`src/rtl/fsd_scan_decoder.sv`:
```
// Passive decoder for a scanned fourteen-segment display bus: recovers each digit's ASCII
// character and decimal point by searching candidates through a reference segment encoder.

module fsd_one_digit_encoder (
    input  logic [7:0]  ascii,
    input  logic        dp_in,
    output logic [14:0] seg
);
    logic [7:0]  folded;
    logic [13:0] pattern;

    // Segment bits: a,b,c,d,e,f,g1,g2,h,i,j,k,l,m from bit 0; lowercase shares the uppercase glyph
    always_comb begin
        folded  = (ascii >= 8'h61 && ascii <= 8'h7A) ? ascii - 8'h20 : ascii;
        pattern = 14'h0000;
        case (folded)
            8'h21: pattern = 14'h0206;
            8'h22: pattern = 14'h0220;
            8'h23: pattern = 14'h12CE;
            8'h24: pattern = 14'h12ED;
            8'h25: pattern = 14'h0C24;
            8'h26: pattern = 14'h235D;
            8'h27: pattern = 14'h0200;
            8'h28: pattern = 14'h2400;
            8'h29: pattern = 14'h0900;
            8'h2A: pattern = 14'h3FC0;
            8'h2B: pattern = 14'h12C0;
            8'h2C: pattern = 14'h0800;
            8'h2D: pattern = 14'h00C0;
            8'h2F: pattern = 14'h0C00;
            8'h30: pattern = 14'h0C3F;
            8'h31: pattern = 14'h0406;
            8'h32: pattern = 14'h00DB;
            8'h33: pattern = 14'h008F;
            8'h34: pattern = 14'h00E6;
            8'h35: pattern = 14'h2069;
            8'h36: pattern = 14'h00FD;
            8'h37: pattern = 14'h0007;
            8'h38: pattern = 14'h00FF;
            8'h39: pattern = 14'h00EF;
            8'h3A: pattern = 14'h1200;
            8'h3B: pattern = 14'h0A00;
            8'h3C: pattern = 14'h2400;
            8'h3D: pattern = 14'h00C8;
            8'h3E: pattern = 14'h0900;
            8'h3F: pattern = 14'h1083;
            8'h40: pattern = 14'h02BB;
            8'h41: pattern = 14'h00F7;
            8'h42: pattern = 14'h128F;
            8'h43: pattern = 14'h0039;
            8'h44: pattern = 14'h120F;
            8'h45: pattern = 14'h00F9;
            8'h46: pattern = 14'h0071;
            8'h47: pattern = 14'h00BD;
            8'h48: pattern = 14'h00F6;
            8'h49: pattern = 14'h1209;
            8'h4A: pattern = 14'h001E;
            8'h4B: pattern = 14'h2470;
            8'h4C: pattern = 14'h0038;
            8'h4D: pattern = 14'h0536;
            8'h4E: pattern = 14'h2136;
            8'h4F: pattern = 14'h003F;
            8'h50: pattern = 14'h00F3;
            8'h51: pattern = 14'h203F;
            8'h52: pattern = 14'h20F3;
            8'h53: pattern = 14'h018D;
            8'h54: pattern = 14'h1201;
            8'h55: pattern = 14'h003E;
            8'h56: pattern = 14'h0C30;
            8'h57: pattern = 14'h2836;
            8'h58: pattern = 14'h2D00;
            8'h59: pattern = 14'h1500;
            8'h5A: pattern = 14'h0C09;
            8'h5B: pattern = 14'h0039;
            8'h5C: pattern = 14'h2100;
            8'h5D: pattern = 14'h000F;
            8'h5E: pattern = 14'h2800;
            8'h5F: pattern = 14'h0008;
            8'h60: pattern = 14'h0100;
            8'h7B: pattern = 14'h0949;
            8'h7C: pattern = 14'h1200;
            8'h7D: pattern = 14'h2489;
            8'h7E: pattern = 14'h0CC0;
            default: pattern = 14'h0000;
        endcase
        seg = {dp_in, pattern};
    end
endmodule

module fsd_scan_decoder #(
    parameter int DIGIT_COUNT     = 4,
    parameter int DIGIT_IDX_W     = 2,
    parameter int SEGMENT_COUNT   = 15,
    parameter int ASCII_BIT_WIDTH = 8,
    parameter int SETTLE_CYCLES   = 3
) (
    input  logic                                 clk,
    input  logic                                 reset,
    input  logic [SEGMENT_COUNT-1:0]             seg,
    input  logic [DIGIT_COUNT-1:0]               dig,
    output logic [DIGIT_COUNT*ASCII_BIT_WIDTH-1:0] chars,
    output logic [DIGIT_COUNT-1:0]               dp,
    output logic [DIGIT_COUNT-1:0]               unknown,
    output logic                                 frame_valid,
    output logic                                 scan_error
);
    localparam int SAMP_W = DIGIT_COUNT + SEGMENT_COUNT;
    localparam int CNT_W  = $clog2(SETTLE_CYCLES + 1);
    localparam logic [ASCII_BIT_WIDTH-1:0] CH_SPACE = ASCII_BIT_WIDTH'(8'h20);
    localparam logic [ASCII_BIT_WIDTH-1:0] CH_QMARK = ASCII_BIT_WIDTH'(8'h3F);
    localparam logic [ASCII_BIT_WIDTH-1:0] CH_LAST  = ASCII_BIT_WIDTH'(8'h7E);

    typedef enum logic [1:0] {IDLE, SEARCH, STORE, WAIT} state_t;

    state_t                     state, state_nxt;
    logic [SAMP_W-1:0]          samp_p0;
    logic [SAMP_W-1:0]          lat_p1;
    logic [CNT_W-1:0]           settle_cnt;
    logic [DIGIT_IDX_W-1:0]     lat_idx;
    logic [ASCII_BIT_WIDTH-1:0] cand;
    logic                       miss;
    logic [DIGIT_COUNT-1:0]     mask;

    logic                       stable, one_hot, blank, changed, enc_match, frame_done;
    logic [DIGIT_COUNT-1:0]     dig_low, store_bit;
    logic [DIGIT_IDX_W-1:0]     low_idx;
    logic [14:0]                enc_seg;
    logic                       latch_en, cand_inc, miss_set, store_en, set_err;

    // Stage p0: raw bus sample and settle counter
    always_ff @(posedge clk) begin
        samp_p0 <= {dig, seg};
        if (reset) begin
            settle_cnt <= '0;
        end else if ({dig, seg} != samp_p0) begin
            settle_cnt <= '0;
        end else if (settle_cnt != CNT_W'(SETTLE_CYCLES)) begin
            settle_cnt <= settle_cnt + CNT_W'(1);
        end
    end

    always_comb begin
        stable  = (settle_cnt == CNT_W'(SETTLE_CYCLES));
        dig_low = ~samp_p0[SAMP_W-1 -: DIGIT_COUNT];
        low_idx = '0;
        for (int i = 0; i < DIGIT_COUNT; i++) begin
            if (dig_low[i]) low_idx = DIGIT_IDX_W'(i);
        end
        blank      = (dig_low == '0);
        one_hot    = !blank && ((dig_low & (dig_low - DIGIT_COUNT'(1))) == '0);
        changed    = (samp_p0 != lat_p1);
        store_bit  = DIGIT_COUNT'(1) << lat_idx;
        frame_done = ((mask | store_bit) == {DIGIT_COUNT{1'b1}});
    end

    fsd_one_digit_encoder u_enc (
        .ascii (cand),
        .dp_in (1'b0),
        .seg   (enc_seg)
    );

    assign enc_match = (enc_seg == {1'b0, lat_p1[SEGMENT_COUNT-2:0]});

    always_ff @(posedge clk) begin
        if (reset) state <= IDLE;
        else       state <= state_nxt;
    end

    always_comb begin
        state_nxt = state;
        latch_en  = 1'b0;
        cand_inc  = 1'b0;
        miss_set  = 1'b0;
        store_en  = 1'b0;
        set_err   = 1'b0;
        case (state)
            IDLE: begin
                if (stable && one_hot) begin
                    latch_en  = 1'b1;
                    state_nxt = SEARCH;
                end else if (stable && !blank) begin
                    latch_en  = 1'b1;
                    set_err   = 1'b1;
                    state_nxt = WAIT;
                end
            end
            SEARCH: begin
                if (changed) begin
                    state_nxt = IDLE;
                end else if (enc_match) begin
                    state_nxt = STORE;
                end else if (cand == CH_LAST) begin
                    miss_set  = 1'b1;
                    state_nxt = STORE;
                end else begin
                    cand_inc = 1'b1;
                end
            end
            STORE: begin
                store_en  = 1'b1;
                state_nxt = WAIT;
            end
            WAIT: begin
                if (changed) state_nxt = IDLE;
            end
            default: state_nxt = IDLE;
        endcase
    end

    // Stage p1: latched pattern and candidate under search
    always_ff @(posedge clk) begin
        if (latch_en) begin
            lat_p1  <= samp_p0;
            lat_idx <= low_idx;
            cand    <= CH_SPACE;
            miss    <= 1'b0;
        end else if (miss_set) begin
            cand <= CH_QMARK;
            miss <= 1'b1;
        end else if (cand_inc) begin
            cand <= cand + ASCII_BIT_WIDTH'(1);
        end
    end

    // Stage p2: per-digit results and frame tracking
    always_ff @(posedge clk) begin
        if (reset) begin
            chars       <= {DIGIT_COUNT{CH_SPACE}};
            dp          <= '0;
            unknown     <= '0;
            mask        <= '0;
            frame_valid <= 1'b0;
            scan_error  <= 1'b0;
        end else begin
            frame_valid <= 1'b0;
            if (set_err) scan_error <= 1'b1;
            if (store_en) begin
                chars[lat_idx*ASCII_BIT_WIDTH +: ASCII_BIT_WIDTH] <= cand;
                dp[lat_idx]      <= lat_p1[SEGMENT_COUNT-1];
                unknown[lat_idx] <= miss;
                if (frame_done) begin
                    frame_valid <= 1'b1;
                    mask        <= '0;
                end else begin
                    mask <= mask | store_bit;
                end
            end
        end
    end
endmodule

```
`config.mk`:
```
export PLATFORM = sky130hd
export DESIGN_NAME = fsd_scan_decoder
export DESIGN_NICKNAME = d
export VERILOG_FILES = /design/src/rtl/fsd_scan_decoder.sv
export SDC_FILE = /design/constraint.sdc
export NUM_CORES = 1
export LEC_CHECK = 0
export CELL_PAD_IN_SITES_DETAIL_PLACEMENT = 0
export CELL_PAD_IN_SITES_GLOBAL_PLACEMENT = 1
export CORE_MARGIN = 4
export CORE_UTILIZATION = 35
export DETAILED_ROUTE_END_ITERATION = 10
export GPL_ROUTABILITY_DRIVEN = 0
export GPL_TIMING_DRIVEN = 0
export PLACE_DENSITY = 0.75
export SETUP_SLACK_MARGIN = 0.02
export SLEW_MARGIN = 10
export SYNTH_ARGS = -nofsm -noshare
export SYNTH_HDL_FRONTEND = slang
export SYNTH_SLANG_ARGS = --single-unit
```
`constraint.sdc`:
```
create_clock -name clk -period 4 [get_ports clk]
set_input_delay 0.6 -clock clk [delete_from_list [all_inputs] [get_ports clk]]
set_output_delay 0.6 -clock clk [all_outputs]
set_load 0.02 [all_outputs]
```
==> results.toml, run 1 <==
[critical_path]
endpoint_kind = "register"
regToRegSetupSlack_ns = 0.12
rr_startpoint = "cand[1]"
slowest_delay_ns = 0.40
slowest_stage = "or3b_4"
path_common_cell = "a211oi_2"
crit_start = "cand[1]"
cp_cell_sequence = "buf_12, clkinvlp_4, ha_4, buf_6, or3b_4, o2111a_2, a21o_4, o32ai_4, nand4b_1, a211oi_2, a211oi_2, nor4_2, buf_4, a311oi_4, and2_4, a211oi_2"
cp-endpoint = "cand[0]"
r2r-end = "cand[0]"
crit_path_max_fanout = 8
r2r_cells = 16
crit_type = "reg -> reg"
cp.arrival_ns = 4.10
required_ns = 4.23
crit_path_start_kind = "register"

[finish]
syn2layout_area_growth_pct = 29.04
final_cell_mix = "76 x dfxtp_1, 64 x nor2_1, 61 x clkdlybuf4s50_1"
final_common_cell = "dfxtp_1"
antenna_cells = 0
finalNetCount = 807
layout-drive-gt1-share_pct = 15.54

[floorplanning]
coreArea_um2 = 16120
num_rows = 46
fp.dieW_um = 137
die_h_um = 137
initial_utilization_pct = 36.14
die_area_um2 = 18770
pin_count = 63

[sta]
slew_headroom_pct = 10.59
grt_setup_unrepaired = "yes"
slew_viol_final = 0
min_period_ns = 3.878
fmax_ghz = 0.2579
setup_viol = 0
holdWs_ns = 0.4263
fin_crit_sh_pct = 96.94
hold_viol = 0
worst_clock_skew_ns = 0.01079
tightest_slew_ns = 1.322

[synth]
ys_ff_latch = 99
synth_top_area_share_pct = 26.81
synthCells = 681
synth_warnings = 0
synth_largest_area_cell = "dfxtp_1"
synth_nets = 721
syn_area_um2 = 5824
yosys.cell_types.count = 78
synth_edf_count = 21
synth-main-ff-cell = "dfxtp_1"
async_flop_share_pct = 0
synth_area_leaders = "dfxtp_1 27%, edfxtp_1 11%, nor2_1 4.1%, ha_1 4.1%, a22oi_1 3.6%"
ys_seq_area_share_pct = 37.64
synth_area_per_cell_um2 = 8.553

[global_route]
grt_overflow = 0
track_usage_pct = 19.21
grt_pass1_vias = 5439
antenna_found_initial = 0
grt_pass1_wl_mm = 28.61
grt_max_degree = 28

[power_and_ir_drop]
leakagePower_nw = 2.713
finalPower_mw = 1.987
max-vdd-ir-drop_mv = 0.2713
p_per_area_nw_per_um2 = 264.4

[flow_run]
drv_cap = 0

[detailed_routing]
wl_per_cell_um = 18.39
viasPerCell = 5.843
drt_iter0_drc = 735
vias = 5773
drc = 0
drtAntennaViolNets = 0
first_pass_iters = 5
totalWireLength_mm = 18.17

[clocking]
clock_sinks = 99
clk_pin_slew_ns = 0.07
insertion_delay_ns = 0.35
htreeDepth = 3
cts_tree = "yes"
clockBufferDepth = 2
cts_buffers = 9
cts_root_buf = "clkbuf_16"
holdBufCountCts = 0

[worst_hold_path]
hold_class = "reg -> reg"

[place]
io_buffers = 61
place_hpwl_mm = 13.24

[run_status]
status = "finished clean"
cell type report:
cell class / count / area (um2)
clock buffers: 9 / 225.2
clock inverters: 7 / 81.33
repair buffers: 81 / 768.2
well taps: 216 / 270.3
flip-flops and latches: 99 / 2200
inverters: 23 / 98.84
multi-input cells: 510 / 3642
fillers: 1530 / 8600
plain buffers: 43 / 230.2
cell usage after synthesis, drive strengths merged, types with 3 or more instances:
library cell	n
nor3b	3
xnor2	21
and2	3
inv	21
o22ai	5
or2	4
buf	20
nand2b	7
a21oi	38
dfxtp	78
nor3	14
o21ai	32
and3	7
a221o	5
a211o	3
a21o	7
ha	19
a22oi	28
o211ai	5
clkbuf	29
edfxtp	21
nor2	64
xor2	24
nand4b	7
a311o	3
nor4b	6
nor2b	8
nand4	16
o21a	3
nor4	10
a211oi	13
nand3	26
a31oi	14
nand2	55
mux2i	9
or3b	4
timing repair:
action / 4_1_cts / 5_1_grt
gates resized for setup: 61 / 41
setup endpoints to repair: 11 / 11
pin swaps: 11 / 12
setup buffers: 15 / 5
stage by stage:
step / instances / utilization, % / TNS [ns] / cell area (um2) / setup WS, ns
after detailed placement: 958 / 41.70 / -11.82 / 6720 / -1.317
after floorplan: 681 / - / 0 / 5827 / 0.05743
after CTS: 988 / 46.05 / 0 / 7421 / 0.02558
final: 988 / 46.64 / 0 / 7516 / 0.1223
after global placement: 958 / 41.62 / -11.72 / 6708 / -1.306
after global routing: 988 / 46.64 / 0 / 7516 / 0.0006586
power breakdown:
group	switching [mW]	internal, mW
clock	0.389	0.495
combinational	0.0284	0.0357
sequential	0.0124	1.03
total	0.430	1.56
registers in the layout, indices dropped and copies added (netlist names):
register / flops
mask: 4
cand: 8
state: 2
miss: 1
settle_cnt: 2
lat_p1: 19
samp_p0: 19
scan_error: 1
dp: 4
unknown: 4
lat_idx: 2
chars: 32
frame_valid: 1
kinds of logic (layout without fill, tap and decap cells):
family | count (synthesis) | in the layout | synth area share, %
AOI/OAI and AO/OA | 191 | 191 | 22.79
xor gates and xnor gates | 45 | 45 | 6.767
adders and majority gates | 19 | 19 | 4.082
buffers and inverters | 72 | 163 | 5.070
DFF | 99 | 99 | 37.64
muxes | 12 | 12 | 2.320
and+or+nand+nor | 243 | 243 | 21.33
per-layer routing:
metal,GRT usage [%],vias to the layer above,part of all wire (%)
li1,-,2688,-
met1,26.93,2738,44
met2,29.35,296,45
met3,3.897,51,9.0
met4,6.707,0,2.5
met5,0,-,0
how the worst min path moves through the flow:
stage	from	cells after the start	end	slack (ns)
CTS	samp_p0[18]	0	lat_p1[18]	0.43
floorplan	samp_p0[17]	0	lat_p1[17]	0.41
global placement	samp_p0[17]	0	lat_p1[17]	0.41
global route	samp_p0[17]	0	lat_p1[17]	0.45
finish	samp_p0[18]	0	lat_p1[18]	0.43
detailed placement	samp_p0[18]	0	lat_p1[18]	0.41
critical path, delay by kind of cell (launching register included):
family          cells  cell delay [ns]
compound gates      7             1.70
simple gates        4             1.05
buf+inv             4             0.51
flops               1             0.36
fa+ha+maj           1             0.14
Note: power is estimated with default switching activity, not from simulation.
==> run 2, diff against run 1 <==
--- a/config.mk
+++ b/config.mk
@@ -7,7 +7,7 @@
 export LEC_CHECK = 0
 export CELL_PAD_IN_SITES_DETAIL_PLACEMENT = 0
 export CELL_PAD_IN_SITES_GLOBAL_PLACEMENT = 1
-export CORE_MARGIN = 4
+export CORE_MARGIN = 2
 export CORE_UTILIZATION = 35
 export DETAILED_ROUTE_END_ITERATION = 10
 export GPL_ROUTABILITY_DRIVEN = 0
==> run 2 against run 1 <==
  * Maximum frequency increased by 0.20%
  * Utilization shrank 0.20 points
  * Worst setup slack better by 0.0076 ns
  * Largest power group unchanged
  * Highest routed layer unchanged
==> results.toml, run 2 (synthesis gave the netlist of run 1 again) <==
[sta]
worst_clock_skew_ns = 0.008568
hold_viol = 0
min_period_ns = 3.870
slew_viol_final = 0
fin_crit_sh_pct = 96.75
slew_headroom_pct = 30.09
fmax_ghz = 0.2584
tightest_slew_ns = 1.048
grt_setup_unrepaired = "no"
setup_viol = 0

[floorplanning]
die_h_um = 133
die_area_um2 = 17690
num_rows = 47
pin_count = 63
fp.dieW_um = 133
initial_utilization_pct = 35.50
coreArea_um2 = 16410

[global_route]
grt_max_degree = 28
grt_pass1_wl_mm = 28.66
grt_pass1_vias = 5417
track_usage_pct = 20.39
antenna_found_initial = 0
grt_overflow = 0

[finish]
top_register = "chars"
final_common_cell = "dfxtp_1"
layout-drive-gt1-share_pct = 15.77
fillers = 1552
final_cells = 1000
area.sequential_um2 = 2200
postLayoutCoreUtil_pct = 46.44
reg.largest.list = "chars (32), lat_p1 (19), samp_p0 (19)"
largest_reg_flops = 32
syn2layout_area_growth_pct = 30.83
multi_input_area_um2 = 3636
final_cell_mix = "76 x dfxtp_1, 64 x nor2_1, 61 x clkdlybuf4s50_1"
antenna_cells = 0
finalNetCount = 815

[place]
placedCellCount = 962
io_buffers = 61
place_hpwl_mm = 13.10

[detailed_routing]
met3_length_mm = 1.241
totalWireLength_mm = 18.28
drt_iter0_drc = 620
drtAntennaViolNets = 0
vias = 5771
wl_per_cell_um = 18.28
top_layer_used = "met4"
drc = 0
route.met2.wl_mm = 8.446
first_pass_iters = 6
route.layer.met1.wl_mm = 7.957
viasPerCell = 5.771

[critical_path]
endpoint_kind = "register"
required_ns = 4.25
regToRegSetupSlack_ns = 0.13
slowest_delay_ns = 0.40
crit_path_start_kind = "register"
rr_startpoint = "cand[0]"
r2r-end = "cand[6]"
cp_top_family = "simple AND/OR/NAND/NOR gates"
slowest_stage = "or3b_4"
crit_type = "reg -> reg"
r2r_cells = 17
crit_path_max_fanout = 6
cp_cell_sequence = "clkbuf_16, clkbuf_16, clkinv_8, ha_4, or3b_4, or2_1, a31oi_4, nor3_4, or3_4, a2111oi_4, a211oi_2, nor4_2, buf_4, a311oi_4, buf_4, nor3b_4, o21a_1"
crit_buf_inv = 5
cp.arrival_ns = 4.12

[run_status]
status = "finished clean"

[power_and_ir_drop]
switching_share_pct = 22.05
power.share.sequential_pct = 52.2
max-vdd-ir-drop_mv = 0.3529
p_comb_share_pct = 3.3
leakagePower_nw = 2.788
internal_power_mw = 1.552
switchingPower_mw = 0.4390
p_per_area_nw_per_um2 = 261.3
clkPwrFrac_pct = 44.6

[flow_run]
drv_cap = 0

[worst_hold_path]
whs_path_depth = 0
hp-start = "samp_p0[18]"
holdPathEnd = "lat_p1[18]"
hold_class = "reg -> reg"

[clocking]
cts_buffers = 9
insertion_delay_ns = 0.35
clk_pin_slew_ns = 0.07
clockBufferDepth = 2
cts_tree = "yes"
clock_sinks = 99
cts_root_buf = "clkbuf_16"
htreeDepth = 3
-- run 2: layer usage --
metal / track usage (%) / up-vias
li1: - / 2709
met1: 26.97 / 2752
met2: 32.18 / 251
met3: 4.061 / 59
met4: 9.259 / 0
met5: 0 / -
-- run 2: worst max path at each step --
stage,from,end,depth (start not counted)
3_5_place_dp,cand[1],cand[2],17
5_1_grt,cand[0],cand[6],18
4_1_cts,cand[4],cand[4],14
2_1_floorplan,cand[0],cand[0],17
6_report,cand[0],cand[6],17
3_3_place_gp,cand[1],cand[0],15
-- run 2: worst reg2reg max path, stage by stage (launching register included) --
cell,delay (ns)
dfxtp_4,0.35
clkbuf_16,0.14
clkbuf_16,0.15
clkinv_8,0.05
ha_4,0.12
or3b_4,0.40
or2_1,0.31
a31oi_4,0.29
nor3_4,0.10
or3_4,0.39
a2111oi_4,0.31
a211oi_2,0.09
nor4_2,0.25
buf_4,0.16
a311oi_4,0.13
buf_4,0.20
nor3b_4,0.14
o21a_1,0.19
-- run 2: final cells by class --
| class | instances | area share (%) |
|---|---|---|
| sequential | 99 | 28.87 |
| tap | 220 | 3.612 |
| clock inverter | 5 | 0.6897 |
| buffer | 46 | 3.727 |
| clock buffer | 11 | 3.465 |
| multi-input combinational | 510 | 47.72 |
| inverter | 23 | 1.429 |
| timing repair buffer | 86 | 10.49 |
-- run 2: per-stage QoR --
step,TNS (ns),cell area [um2],hold slack (ns),power (mW),worst slack (ns)
2_1_floorplan,0,5827,0.4064,1.094,0.05743
3_3_place_gp,-11.76,6713,0.4095,1.127,-1.164
3_5_place_dp,-11.69,6719,0.4193,1.129,-1.166
4_1_cts,0,7352,0.4416,2.017,0.02190
5_1_grt,0,7620,0.4651,2.060,0.01448
6_report,0,7620,0.4431,1.991,0.1299
-- run 2: power groups by stage --
stage               Clock (mW)  Combinational [mW]  Sequential, mW
floorplan                    0              0.0343            1.06
global placement             0              0.0639            1.06
detailed placement           0              0.0658            1.06
CTS                      0.912              0.0663            1.04
global route             0.947              0.0728            1.04
finish                   0.887              0.0651            1.04
-- run 2: what timing repair did --
item | in CTS | in global routing
gates resized for setup | 56 | 45
cloned | 1 | 0
endpoints found under the setup margin | 11 | 11
hold buffers | 0 | 0
pin swaps | 8 | 24
setup buffers | 11 | 13
